File: src/rtl/vstore_pkg.sv
// Shared encodings for the vector store element sequencer.
package vstore_pkg;

    typedef enum logic [1:0] {
        ST_IDLE  = 2'd0,
        ST_LOAD  = 2'd1,
        ST_ISSUE = 2'd2,
        ST_DONE  = 2'd3
    } state_t;

    localparam logic [1:0] SIZE_B = 2'd0;
    localparam logic [1:0] SIZE_H = 2'd1;
    localparam logic [1:0] SIZE_W = 2'd2;
    localparam logic [1:0] SIZE_D = 2'd3;

endpackage

File: src/rtl/vstore_addr_gen.sv
// Strided byte-address accumulator plus element counter; o_last flags the
// element whose advance completes the command.
module vstore_addr_gen #(
    parameter int VLBITS = 8
) (
    input  logic              clk,
    input  logic              reset,
    input  logic              i_load,
    input  logic              i_advance,
    input  logic [31:0]       i_base,
    input  logic [31:0]       i_stride,
    input  logic [VLBITS-1:0] i_vl,
    output logic [31:0]       o_address,
    output logic              o_last
);

    logic [31:0]       r_addr;
    logic [31:0]       r_stride;
    logic [VLBITS-1:0] r_vl;
    logic [VLBITS-1:0] r_count;
    logic [VLBITS:0]   w_cnt_nxt;

    always_ff @(posedge clk) begin
        if (reset) begin
            r_addr   <= '0;
            r_stride <= '0;
            r_vl     <= '0;
            r_count  <= '0;
        end else if (i_load) begin
            r_addr   <= i_base;
            r_stride <= i_stride;
            r_vl     <= i_vl;
            r_count  <= '0;
        end else if (i_advance) begin
            // 32-bit add wraps silently; negative strides are two's complement
            r_addr   <= r_addr + r_stride;
            r_count  <= r_count + {{(VLBITS-1){1'b0}}, 1'b1};
        end
    end

    assign w_cnt_nxt = {1'b0, r_count} + {{VLBITS{1'b0}}, 1'b1};
    assign o_last    = (w_cnt_nxt == {1'b0, r_vl});
    assign o_address = r_addr;

endmodule

File: src/rtl/vstore_element_sequencer.sv
// Breaks a strided vector store into per-element memory requests, consuming
// NUMLANES-wide data groups and skipping masked-off lanes.
module vstore_element_sequencer
    import vstore_pkg::*;
#(
    parameter int WIDTH        = 32,
    parameter int NUMLANES     = 4,
    parameter int LOG2NUMLANES = 2,
    parameter int VLBITS       = 8
) (
    input  logic                      clk,
    input  logic                      reset,
    input  logic                      cmd_valid,
    output logic                      cmd_ready,
    input  logic [31:0]               cmd_base,
    input  logic [31:0]               cmd_stride,
    input  logic [VLBITS-1:0]         cmd_vl,
    input  logic [1:0]                cmd_size,
    input  logic                      data_valid,
    output logic                      data_ready,
    input  logic [NUMLANES*WIDTH-1:0] data_in,
    input  logic [NUMLANES-1:0]       data_mask,
    output logic                      mem_en,
    output logic [31:0]               d_address,
    output logic [1:0]                store_size,
    output logic [WIDTH-1:0]          write_data,
    input  logic                      mem_wait,
    output logic                      busy,
    output logic                      done
);

    state_t                             r_state, w_state_nxt;
    logic [NUMLANES-1:0][WIDTH-1:0]     r_data;
    logic [NUMLANES-1:0]                r_mask;
    logic [1:0]                         r_size;
    logic [LOG2NUMLANES-1:0]            r_lane;
    logic                               w_load;
    logic                               w_advance;
    logic                               w_lane_en;
    logic                               w_last;
    logic                               w_lane_wrap;

    assign w_lane_en   = r_mask[r_lane];
    assign w_load      = (r_state == ST_IDLE) && cmd_valid;
    // Masked lanes still burn one cycle so per-element timing is fixed
    assign w_advance   = (r_state == ST_ISSUE) && (!w_lane_en || !mem_wait);
    assign w_lane_wrap = (r_lane == LOG2NUMLANES'(NUMLANES - 1));

    vstore_addr_gen #(.VLBITS(VLBITS)) u_addr_gen (
        .clk       (clk),
        .reset     (reset),
        .i_load    (w_load),
        .i_advance (w_advance),
        .i_base    (cmd_base),
        .i_stride  (cmd_stride),
        .i_vl      (cmd_vl),
        .o_address (d_address),
        .o_last    (w_last)
    );

    always_ff @(posedge clk) begin
        if (reset) begin
            r_state <= ST_IDLE;
            r_data  <= '0;
            r_mask  <= '0;
            r_size  <= '0;
            r_lane  <= '0;
        end else begin
            r_state <= w_state_nxt;
            if (w_load) begin
                r_size <= cmd_size;
                r_lane <= '0;
            end else if (w_advance) begin
                r_lane <= r_lane + LOG2NUMLANES'(1);
            end
            if (r_state == ST_LOAD && data_valid) begin
                r_data <= data_in;
                r_mask <= data_mask;
            end
        end
    end

    always_comb begin
        w_state_nxt = r_state;
        case (r_state)
            ST_IDLE: begin
                if (cmd_valid)
                    w_state_nxt = (cmd_vl == '0) ? ST_DONE : ST_LOAD;
            end
            ST_LOAD: begin
                if (data_valid)
                    w_state_nxt = ST_ISSUE;
            end
            ST_ISSUE: begin
                // Reaching vl ends the command before any upper lanes of a partial group
                if (w_advance) begin
                    if (w_last)
                        w_state_nxt = ST_DONE;
                    else if (w_lane_wrap)
                        w_state_nxt = ST_LOAD;
                end
            end
            ST_DONE: w_state_nxt = ST_IDLE;
            default: w_state_nxt = ST_IDLE;
        endcase
    end

    assign cmd_ready  = (r_state == ST_IDLE);
    assign data_ready = (r_state == ST_LOAD);
    assign mem_en     = (r_state == ST_ISSUE) && w_lane_en;
    assign busy       = (r_state != ST_IDLE);
    assign done       = (r_state == ST_DONE);
    assign store_size = r_size;
    assign write_data = r_data[r_lane];

endmodule

File: config.mk
export PLATFORM = sky130hd
export DESIGN_NAME = vstore_element_sequencer
export DESIGN_NICKNAME = d
export VERILOG_FILES = /design/src/rtl/vstore_pkg.sv /design/src/rtl/vstore_addr_gen.sv /design/src/rtl/vstore_element_sequencer.sv
export SDC_FILE = /design/constraint.sdc
export NUM_CORES = 1
export LEC_CHECK = 0
export CORE_MARGIN = 1.5
export CORE_UTILIZATION = 53
export DETAILED_ROUTE_END_ITERATION = 7
export PLACE_DENSITY = 0.83
export SYNTH_ARGS = -nofsm -noshare
export SYNTH_HDL_FRONTEND = slang
export SYNTH_HIERARCHICAL = 1
export SYNTH_SLANG_ARGS = --single-unit
File: constraint.sdc
create_clock -name clk -period 3.71 [get_ports clk]
set_input_delay 0.5565 -clock clk [delete_from_list [all_inputs] [get_ports clk]]
set_output_delay 0.5565 -clock clk [all_outputs]
set_load 0.01 [all_outputs]
==> results of run 1 <==
## worst paths after layout
kind | to | slack [ns] | cells after the start
setup / recovery | write_data[31] | 0.62 | 3
hold / removal | u_addr_gen/o_address[2] | 0.44 | 2
setup reg to reg | u_addr_gen/o_address[30] | 1.04 | 9
hold reg to reg | r_data[36] | 0.45 | 2
## synthesized netlist by cell type, types with 12 or more instances
master and count:
mux2i_1 54, nor2_1 85, a21o_1 21, a21oi_1 177, nor2b_1 16, a211oi_1 12, mux4_2 32, o21ai_0 23
xor2_1 20, clkbuf_1 50, ha_1 33, dfxtp_1 218, nor3_1 14, nand2_1 307, nand4_1 14, inv_1 24
nand3_1 15, buf_2 26
## through the flow
step	instance area, µm²	worst slack (ns)
global placement	13700	1.08
CTS	14500	0.587
floorplan	10900	1.29
detailed placement	13700	1.02
finish	14500	0.622
global route	14500	0.542
## placed cells by master, fill, tap and decap left out, drive strengths merged, types with 12 or more instances in the layout
master           n
a211oi          12
a21o            21
a21oi          182
clkbuf          39
clkdlybuf4s50  280
dfxtp          218
ha              33
inv             25
mux2i           54
mux4            32
nand2          307
nand3           15
nand4           14
nor2            86
nor2b           17
nor3            14
o21ai           29
xor2            20
## flip-flops by register name, summed over array words and instances, names as in the netlist
register / cells
u_addr_gen/r_stride: 32
r_data: 128
r_lane: 2
u_addr_gen/r_vl: 8
r_state: 2
u_addr_gen/r_count: 8
store_size: 2
u_addr_gen/o_address: 32
r_mask: 4
## cell type report
class | count | area [µm²]
antenna | 1 | 2.50
inverter | 25 | 93.8
fill | 1576 | 5660
timing repair buffer | 291 | 2940
clock buffer | 39 | 738
clock inverter | 3 | 21.3
multi-input combinational | 961 | 6010
sequential | 218 | 4370
tap | 270 | 338
## power breakdown
part / switching, mW / total (mW) / internal (mW)
clock: 0.935 / 2.29 / 1.36
combinational: 0.657 / 1.31 / 0.655
sequential: 0.117 / 2.62 / 2.50
## worst max-delay path, delay by kind of cell, from the launching register on
family	cells	cell delay (ns)
mux	1	0.56
flops	1	0.46
buf+inv	2	0.99
## per-layer routing
layer	GRT usage, %	wire, µm	vias to the layer above
li1	-	-	4958
met4	10.8	1120	2
met3	6.34	2350	80
met5	0	13	-
met2	47.0	14900	373
met1	35.5	12700	4841
## cell families (layout without fill, tap and decap cells)
family                   count (synthesis)  after routing  synth area share (%)
AND/OR/NAND/NOR                        499            499                  19.6
XOR/XNOR                                30             30                  2.41
multiplexers                            87             87                  11.7
AO/OA/AOI/OAI                          311            311                  17.3
buffers and inverters                  115            358                  4.91
adder cells (fa/ha/maj)                 34             34                  3.97
flip-flops                             218            218                  40.1
other                                    0              1                     0
==> impl_metrics.toml, run 1 <==
[outcome]
status = "completed"

[clocking]
clk_latency_ns = 0.52
cts_made_buffers = 25
cts_tree = "done"
cts.sinks = 218
clockBufferDepth = 3
cts_setup_buffers = 0
cts-root-buf = "clkbuf_16"
cts-resized-gates = 0
clk_pin_slew_worst_paths_ns = 0.06
ctsHoldBuffers = 0
htreeDepth = 1

[final_layout]
final_cells = 1808
fin_nets = 1767
postLayoutCoreUtil_pct = 71.9
layout-drive-gt1-share_pct = 6.31
areaGrowthSynthToFinish_pct = 33.2

[sta]
max_freq_ghz = 0.324
slew_headroom_pct = 51.1
clock_skew_ns = 0.0202
report.final.slew_viol_count = 0
fin_crit_sh_pct = 83.2
hold_violations = 0
finalSetupTns_ns = 0
rsz0062_at_grt = "false"
whs_ns = 0.436
tightest_slew_ns = 0.734
setup_viol = 0
period_needed_ns = 3.09

[pwr]
peakVddDrop_mv = 0.348
total_power_mw = 6.22
p_leak_nw = 5.52
pwr_density_cell_nw_per_um2 = 429

[die]
die_h_um = 146
core-area_um2 = 20200
ios = 282
row_count = 52
die_x_um = 146
initial_core_util_pct = 54.0
die-area_um2 = 21400

[setup_path]
r2r_start = "u_addr_gen/o_address[0]"
required_ns = 3.15
crit_fanout = 29
crit_chain = "buf_4 > mux4_2 > clkdlybuf4s50_1"
criticalPathCategory = "reg -> out"
start_kind = "register"
crit_path_max_incr_delay_ns = 0.56
cpMaxStageDelayCell = "mux4_2"
crit_path_start = "r_lane[0]"
end_kind = "primary output"
cp.arrival_ns = 2.53

[synth]
yosysSeqAreaShare_pct = 40.1
synth-main-ff-cell = "dfxtp_1"
synthTopCellsByArea = "dfxtp_1 40%, nand2_1 11%, a21oi_1 8.1%, mux4_2 6.6%, mux2i_1 5.0%"
syn_inst = 1294
async_reset_ff_share_pct = 0
netlist_area_um2 = 10900
syn_nets = 1539
synth.distinct_cells = 70
synth_top_area_share_pct = 40.1
synth-edff-count = 0
synth_seq_cells = 218
yosysTopAreaCell = "dfxtp_1"
ys_warn_count = 6
postSynthAreaPerCell_um2 = 8.42

[route]
drt-initial-drc-count = 554
num_vias = 10254
antenna_left = 0
viasPerCell = 5.67
wl_per_cell_um = 17.2
drc = 0
wl_mm = 31.1
first_pass_iters = 5

[global_routing]
grtUsageTotal_pct = 28.2
grt_pass1_vias = 9833
antenna_found_initial = 2
grt.overflow.total = 0
grt_max_degree = 153
grt_pass1_wl_mm = 49.5

[worst_hold_path]
hold_start = "reset"
hold_class = "in -> reg"

[run]
cap_viol_max_count = 0

[placed_design]
io_buffers = 281
gp_congestion = 0.921
dp_cells = 1765
dp_hpwl_mm = 21.7
Note: power is estimated with default switching activity, not from simulation.
==> run 2, diff against run 1 <==
--- a/config.mk
+++ b/config.mk
@@ -6,9 +6,9 @@
 export NUM_CORES = 1
 export LEC_CHECK = 0
 export CORE_MARGIN = 1.5
-export CORE_UTILIZATION = 53
+export CORE_UTILIZATION = 50
 export DETAILED_ROUTE_END_ITERATION = 7
-export PLACE_DENSITY = 0.83
+export PLACE_DENSITY = 0.79
 export SYNTH_ARGS = -nofsm -noshare
 export SYNTH_HDL_FRONTEND = slang
 export SYNTH_HIERARCHICAL = 1
==> constraint.sdc (replaced) <==
create_clock -name clk -period 3.1 [get_ports clk]
set_input_delay 0.465 -clock clk [delete_from_list [all_inputs] [get_ports clk]]
set_output_delay 0.465 -clock clk [all_outputs]
set_load 0.01 [all_outputs]
==> run 2 against run 1 <==
Compared with the run above:
- first-iteration DRC count up 8.5%
- final area up 0.70%
- critical path depth unchanged
- sequential share of layout area down 0.21 points
- highest routed layer is now met4
- flip-flop and latch count unchanged
- critical path type unchanged
- via count down 1.2%
- non-clock buffer count up 7
- die area up 5.9%
==> impl_metrics.toml, run 2 (same netlist as run 1, synthesis figures left out) <==
[placed_design]
io_buffers = 281
dp_hpwl_mm = 22.2
gp_congestion = 0.905
dp_cells = 1777

[global_routing]
grt.overflow.total = 0
grt_max_degree = 77
grt_pass1_vias = 9704
grtUsageTotal_pct = 26.7
antenna_found_initial = 2
grt_pass1_wl_mm = 48.6

[sta]
clock_skew_ns = 0.0165
fin_crit_sh_pct = 91.8
tightest_slew_ns = 0.615
report.final.slew_viol_count = 0
finalSetupTns_ns = 0
period_needed_ns = 2.85
hold_violations = 0
rsz0062_at_grt = "false"
slew_headroom_pct = 58.8
max_freq_ghz = 0.351
setup_viol = 0

[pwr]
total_power_mw = 7.60
peakVddDrop_mv = 0.388
pwr_density_cell_nw_per_um2 = 520
p_leak_nw = 5.58

[run]
cap_viol_max_count = 0

[worst_hold_path]
hold_path_end = "store_size[1]"
holdPathStages = 2
hold_start = "reset"
hold_class = "in -> reg"

[final_layout]
layout-drive-gt1-share_pct = 7.24
final_cells = 1826
fin_nets = 1774
largest_reg_flops = 128
top_register = "r_data"
postLayoutCoreUtil_pct = 68.8
layout_commonest_cell = "nand2_1"
mostFrequentLayoutCells = "306 x nand2_1, 280 x clkdlybuf4s50_1, 216 x dfxtp_1, 177 x a21oi_1, 85 x nor2_1"
areaGrowthSynthToFinish_pct = 34.1

[die]
ios = 282
die_x_um = 151
row_count = 53
initial_core_util_pct = 51.3
core-area_um2 = 21200
die_h_um = 151
die-area_um2 = 22700

[clocking]
clockBufferDepth = 3
clk_latency_ns = 0.53
cts_tree = "done"
htreeDepth = 1
cts-resized-gates = 0
ctsHoldBuffers = 0
cts_made_buffers = 25
cts-root-buf = "clkbuf_16"
cts_setup_buffers = 0
clk_pin_slew_worst_paths_ns = 0.06
cts.sinks = 218

[route]
wl_mm = 31.1
drc = 0
wl_per_cell_um = 17.0
first_pass_iters = 6
antenna_left = 0
num_vias = 10134
viasPerCell = 5.55
drt-initial-drc-count = 601

[setup_path]
reg2reg_depth = 9
reg2reg_slack_ns = 0.40
criticalPathCategory = "reg -> out"
cp.arrival_ns = 2.38
start_kind = "register"
r2r_start = "u_addr_gen/o_address[0]"
crit_fanout = 18
rr_endpoint = "u_addr_gen/o_address[30]"
required_ns = 2.63
end_kind = "primary output"

[outcome]
status = "completed"
==> run 2: report_power, final <==
group	total [mW]	internal, mW	switching (mW)	leakage, nW
sequential	3.13	2.99	0.135	1.78
combinational	1.58	0.791	0.787	3.40
clock	2.89	1.69	1.20	0.401
==> run 2: how the worst max path moves through the flow <==
stage	start	to	slack, ns
4_1_cts	r_lane[1]	write_data[8]	0.21
5_1_grt	r_lane[1]	write_data[10]	0.15
2_1_floorplan	r_lane[0]	u_addr_gen/o_address[25]	0.68
3_5_place_dp	u_addr_gen/o_address[0]	u_addr_gen/o_address[30]	0.42
3_3_place_gp	u_addr_gen/o_address[0]	u_addr_gen/o_address[30]	0.49
6_report	r_lane[1]	write_data[5]	0.25
==> run 2: worst max-delay path, stage by stage, from the launching register on <==
cell             delay, ns
dfxtp_2               0.39
buf_4                 0.38
mux4_2                0.55
clkdlybuf4s50_1       0.54
==> run 2: cell type report <==
cell class	count	area, µm²
Antenna cell	3	7.51
Clock buffer	34	709
Clock inverter	12	100
Fill cell	1717	6610
Inverter	25	93.8
Multi-Input combinational cell	961	6010
Sequential cell	218	4370
Tap cell	275	344
Timing Repair Buffer	298	2980
==> run 2: through the flow <==
stage          area [µm²]  hold WS, ns  setup slack (ns)
2_1_floorplan       10900        0.433             0.685
3_3_place_gp        13800        0.438             0.493
3_5_place_dp        13800        0.443             0.420
4_1_cts             14600        0.321             0.206
5_1_grt             14600        0.338             0.151
6_report            14600        0.322             0.255
==> run 2: metal layers <==
metal	share of wire [%]	vias up	global-route usage, %	routed length (µm)
met5	0	-	0	0
met4	2.7	0	8.50	832
met3	8.2	53	7.42	2550
met2	47	323	44.2	14700
met1	42	4761	33.7	13000
li1	-	4997	-	-
==> run 3, diff against run 2 <==
--- a/config.mk
+++ b/config.mk
@@ -6,10 +6,9 @@
 export NUM_CORES = 1
 export LEC_CHECK = 0
 export CORE_MARGIN = 1.5
-export CORE_UTILIZATION = 50
+export CORE_UTILIZATION = 49
 export DETAILED_ROUTE_END_ITERATION = 7
-export PLACE_DENSITY = 0.79
+export PLACE_DENSITY = 0.78
 export SYNTH_ARGS = -nofsm -noshare
 export SYNTH_HDL_FRONTEND = slang
-export SYNTH_HIERARCHICAL = 1
 export SYNTH_SLANG_ARGS = --single-unit
==> run 3 against run 2 <==
Compared with the run above:
- final area is 1.7% lower
- via count is 0.27% higher
- sequential power is 2% lower
- power is 4.7% lower
- critical path depth stayed put
- critical path type unchanged
==> impl_metrics.toml, run 3 <==
[sta]
report.final.slew_viol_count = 0
whs_ns = 0.450
setup_viol = 0
hold_violations = 0
slew_headroom_pct = 46.8
fin_crit_sh_pct = 92.2
finalSetupTns_ns = 0
rsz0062_at_grt = "false"
tightest_slew_ns = 0.798
period_needed_ns = 2.86
clock_skew_ns = 0.0119
max_freq_ghz = 0.350

[global_routing]
grt_pass1_wl_mm = 47.4
grtUsageTotal_pct = 26.0
grt_pass1_vias = 9645
grt.overflow.total = 0
grt_max_degree = 103
antenna_found_initial = 1

[synth]
synthTopCellsByCount = "388 x nand2_1, 224 x a21oi_1, 218 x dfxtp_1"
yosysTopAreaCell = "dfxtp_1"
postSynthAreaPerCell_um2 = 8.04
ys_warn_count = 0
synth.distinct_cells = 64
synth_top_area_share_pct = 41.4
synth.most_common_cell = "nand2_1"
syn_nets = 1555
synthTopCellsByArea = "dfxtp_1 41%, nand2_1 14%, a21oi_1 11%, mux4_2 7.1%, ha_1 3.9%"
synth_seq_cells = 218
synth-edff-count = 0
netlist_area_um2 = 10500
synth-main-ff-cell = "dfxtp_1"
syn_inst = 1310
yosysSeqAreaShare_pct = 41.4
async_reset_ff_share_pct = 0

[clocking]
cts-resized-gates = 0
ctsHoldBuffers = 0
cts-root-buf = "clkbuf_16"
cts_made_buffers = 25
cts_setup_buffers = 0
clockBufferDepth = 3
clk_latency_ns = 0.51
htreeDepth = 1
clk_pin_slew_worst_paths_ns = 0.06
cts.sinks = 218
cts_tree = "done"

[setup_path]
cpMaxStageDelayCell = "mux4_2"
crit_path_max_incr_delay_ns = 0.58
required_ns = 2.63
crit_fanout = 23
criticalPathCategory = "reg -> out"
crit_chain = "buf_4 > mux4_2 > clkdlybuf4s50_1"
cp.arrival_ns = 2.39
start_kind = "register"
end_kind = "primary output"

[pwr]
total_power_mw = 7.24
p_leak_nw = 5.24
peakVddDrop_mv = 0.459
pwr_density_cell_nw_per_um2 = 504

[final_layout]
fillers = 1717
layout-drive-gt1-share_pct = 7.42
fin_nets = 1793
postLayoutCoreUtil_pct = 68.3
largest_reg_flops = 128
top_register = "r_data"
n_antenna_cell = 0
areaGrowthSynthToFinish_pct = 36.4
mostFrequentLayoutCells = "386 x nand2_1, 280 x clkdlybuf4s50_1, 224 x a21oi_1, 216 x dfxtp_1, 72 x nor2_1"
fin_area_um2 = 14400
layout_commonest_cell = "nand2_1"

[route]
viasPerCell = 5.53
wl_per_cell_um = 16.3
top_layer_used = "met4"
drc = 0
first_pass_iters = 5
drt-initial-drc-count = 593
num_vias = 10161
wl_mm = 30.0
wl_met1_mm = 13.0
antenna_left = 0
met3_length_mm = 1.97
wl_met2_mm = 13.8

[placed_design]
placed_area_um2 = 13600
gp_congestion = 0.867
dp_hpwl_mm = 20.8
io_buffers = 281

[die]
row_count = 53
die-area_um2 = 22400
die_h_um = 150
ios = 282
die_x_um = 150
initial_core_util_pct = 50.1
core-area_um2 = 21000

[outcome]
status = "completed"

[worst_hold_path]
hold_class = "reg -> reg"

[run]
cap_viol_max_count = 0
[run 3: power breakdown]
| part | total [mW] | internal, mW | switching, mW | leakage [nW] |
|---|---|---|---|---|
| combinational | 1.37 | 0.691 | 0.678 | 3.07 |
| sequential | 3.08 | 2.97 | 0.111 | 1.78 |
| clock | 2.79 | 1.65 | 1.14 | 0.385 |
| total | 7.24 | 5.31 | 1.93 | 5.24 |
[run 3: per-stage QoR]
step / std cells / setup slack, ns
2_1_floorplan: 1310 / 0.610
3_3_place_gp: 1796 / 0.379
3_5_place_dp: 1796 / 0.361
4_1_cts: 1839 / 0.193
5_1_grt: 1839 / 0.108
6_report: 1839 / 0.242
[run 3: per-layer routing]
layer,GRT usage (%),vias to the layer above
li1,-,5027
met1,33.8,4724
met2,42.7,347
met3,4.91,63
met4,9.75,0
met5,0,-
[run 3: final cells by class]
class	count	area, µm²	area share [%]
clock buffers	34	699	4.87
clock inverters	9	76.3	0.531
inverters	6	22.5	0.157
multi-input cells	994	5800	40.4
flip-flops and latches	218	4370	30.4
well taps	275	344	2.40
repair buffers	303	3050	21.3
[run 3: kinds of logic (layout without fill, tap and decap cells)]
group | count (synthesis) | in the layout | share of synthesized area [%]
muxes | 40 | 40 | 7.75
adders and majority gates | 34 | 34 | 4.11
buffers and inverters | 98 | 352 | 3.65
DFF | 218 | 218 | 41.4
and+or+nand+nor | 542 | 542 | 21.2
AOI/OAI and AO/OA | 349 | 349 | 19.5
xor gates and xnor gates | 29 | 29 | 2.41
[run 3: path summary, 6_finish.rpt]
check	startpoint	endpoint	slack [ns]	depth (start not counted)
worst max-delay path	r_lane[1]	write_data[29]	0.24	3
worst min register to register	r_data[59]	r_data[59]	0.45	2
worst min-delay path	r_data[59]	r_data[59]	0.45	2
worst max register to register	u_addr_gen.o_address[0]	u_addr_gen.o_address[30]	0.25	10
[run 3: critical path, delay by kind of cell (launching register included)]
kind	cells	cell delay, ns
buffers and inverters	2	0.97
DFF	1	0.34
muxes	1	0.58
==> edit (settings of run 3) <==
Re-encode `state_t` (4 states) as one-hot, 4 bits wide.
--- a/src/rtl/vstore_pkg.sv
+++ b/src/rtl/vstore_pkg.sv
@@ -1,11 +1,11 @@
 // Shared encodings for the vector store element sequencer.
 package vstore_pkg;
 
-    typedef enum logic [1:0] {
-        ST_IDLE  = 2'd0,
-        ST_LOAD  = 2'd1,
-        ST_ISSUE = 2'd2,
-        ST_DONE  = 2'd3
+    typedef enum logic [3:0] {
+        ST_IDLE  = 4'b0001,
+        ST_LOAD  = 4'b0010,
+        ST_ISSUE = 4'b0100,
+        ST_DONE  = 4'b1000
     } state_t;
 
     localparam logic [1:0] SIZE_B = 2'd0;
Check against the original RTL: no difference found for any inputs over 4 cycles, from zero or initial values and one cycle with reset high; so few cycles prove little.
==> edit against run 3 <==
Sequential share of layout area is 0.15 points higher. Combinational power decreased by 8%. Final cell count about the same. Synthesized area rose by 1.1%. Total power fell by 2.3%. Critical path depth increased by 7. Non-clock buffer count fell by 1. Sequential cell count is 2 higher. Setup slack worse by 0.088 ns. Wire length up 3.8%. Final area grew 0.43%. Global-route usage rose by 0.71 points.
==> edit: results (changes against run 3) <==
* Status: complete, no violations (unchanged)
* First-pass GRT wire length at 48420 um (was 47390 um)
* Dpl ws at 0.1043 ns (was 0.3608 ns)
* Skew-Pair Late Insertion Delay at 0.53 ns (was 0.51 ns)
* Switching Share at 26.40% (was 26.62%)
* Total track usage at 26.70% (was 25.99%)
* RR Endpoint: u_addr_gen.o_address[20] (was u_addr_gen.o_address[30])
* VDD IR max at 0.3840 mV (was 0.4588 mV)
* Sum of net half-perimeters after detailed placement at 21670 um (was 20780 um)
* Hold Path End: u_addr_gen.o_address[9] (was r_data[59])
* Synthesized instance count at 1312 (was 1310)
* Post-cts resize count at 0 (unchanged)
* Clock skew at 0.01876 ns (was 0.01191 ns)
* Synth cell count leaders: nand2_1, dfxtp_1, a21oi_1 (was nand2_1, a21oi_1, dfxtp_1)
* WL met3 at 2568 um (was 1965 um)
* Mapped Nets at 1557 (was 1555)
* Met3 Usage GRT at 5.485% (was 4.909%)
* GP Congestion at 0.9320 (was 0.8674)
* Largest net degree at the start of global routing at 111 (was 103)
* Drt initial violations at 579 (was 593)
* WP data arrival at 3.35 ns (was 2.39 ns)
* WL/cell at 16.91 um (was 16.30 um)
* Netlist cell types at 76 (was 64)
* Share of layout cells above drive strength 1 at 7.294% (was 7.417%)
* DR vias/cell at 5.561 (was 5.525)
* Dpl cell area at 13640 sq um (was 13590 sq um)
* Final nets at 1792 (was 1793)
* Synth top area cells: dfxtp_1, nand2_1, a21oi_1 (unchanged)
* Pleak at 5.175 nW (was 5.238 nW)
* Seq/Total Area, Yosys at 41.35% (was 41.44%)
* Hold Path Class: in -> reg (was reg -> reg)
* Hold path startpoint: reset (was r_data[59])
* DRT met1 WL at 13250 um (was 12990 um)
* Met2 usage at 44.06% (was 42.74%)
* Via count at 10230 (was 10160)
* GR Layer Usage met1 at 35.01% (was 33.84%)
* Vias in the first global route at 9774 (was 9645)
* Final hold slack at 0.4519 ns (was 0.4505 ns)
* Comb. pwr at 0.00126 W (was 0.00137 W)
edit: cell type report:
type | count | area [sq um]
well taps | 275 | 344.1
clock buffers | 36 | 725.7
clock inverters | 6 | 47.55
inverters | 7 | 26.28
fillers | 1708 | 6731
repair buffers | 302 | 3059
diodes | 2 | 5.005
multi-input cells | 992 | 5808
flip-flops and latches | 220 | 4407
edit: kinds of logic after synthesis:
group | count (synthesis) | share of synthesized area, %
XOR/XNOR | 37 | 3.043
buffers and inverters | 100 | 4.264
multiplexers | 36 | 7.260
AND/OR/NAND/NOR | 558 | 21.72
adder cells (fa/ha/maj) | 34 | 4.065
flip-flops | 220 | 41.35
AO/OA/AOI/OAI | 327 | 18.29
edit: per-stage QoR:
step / total power, W / util [%]
2_1_floorplan: 0.003775 / -
3_3_place_gp: 0.004332 / 64.50
3_5_place_dp: 0.004349 / 64.50
4_1_cts: 0.007129 / 68.16
5_1_grt: 0.007378 / 68.16
6_report: 0.007077 / 68.18
edit: worst max path at each step:
stage / start / end / slack [ns]
floorplan: u_addr_gen.o_address[0] / u_addr_gen.o_address[20] / 0.27
global placement: u_addr_gen.o_address[0] / u_addr_gen.o_address[26] / 0.20
detailed placement: u_addr_gen.o_address[0] / u_addr_gen.o_address[26] / 0.10
CTS: u_addr_gen.o_address[0] / u_addr_gen.o_address[26] / 0.1
global route: u_addr_gen.o_address[0] / u_addr_gen.o_address[20] / 0.002
finish: u_addr_gen.o_address[0] / u_addr_gen.o_address[20] / 0.15
edit: worst max-delay path: stages, from the launching register on:
cell	delay [ns]
dfxtp_1	0.32
ha_1	0.23
fa_1	0.40
a21o_1	0.22
a311o_1	0.39
and4_4	0.19
or2_2	0.31
o21ai_0	0.16
nand2_1	0.08
xnor2_1	0.14
a2111oi_0	0.38
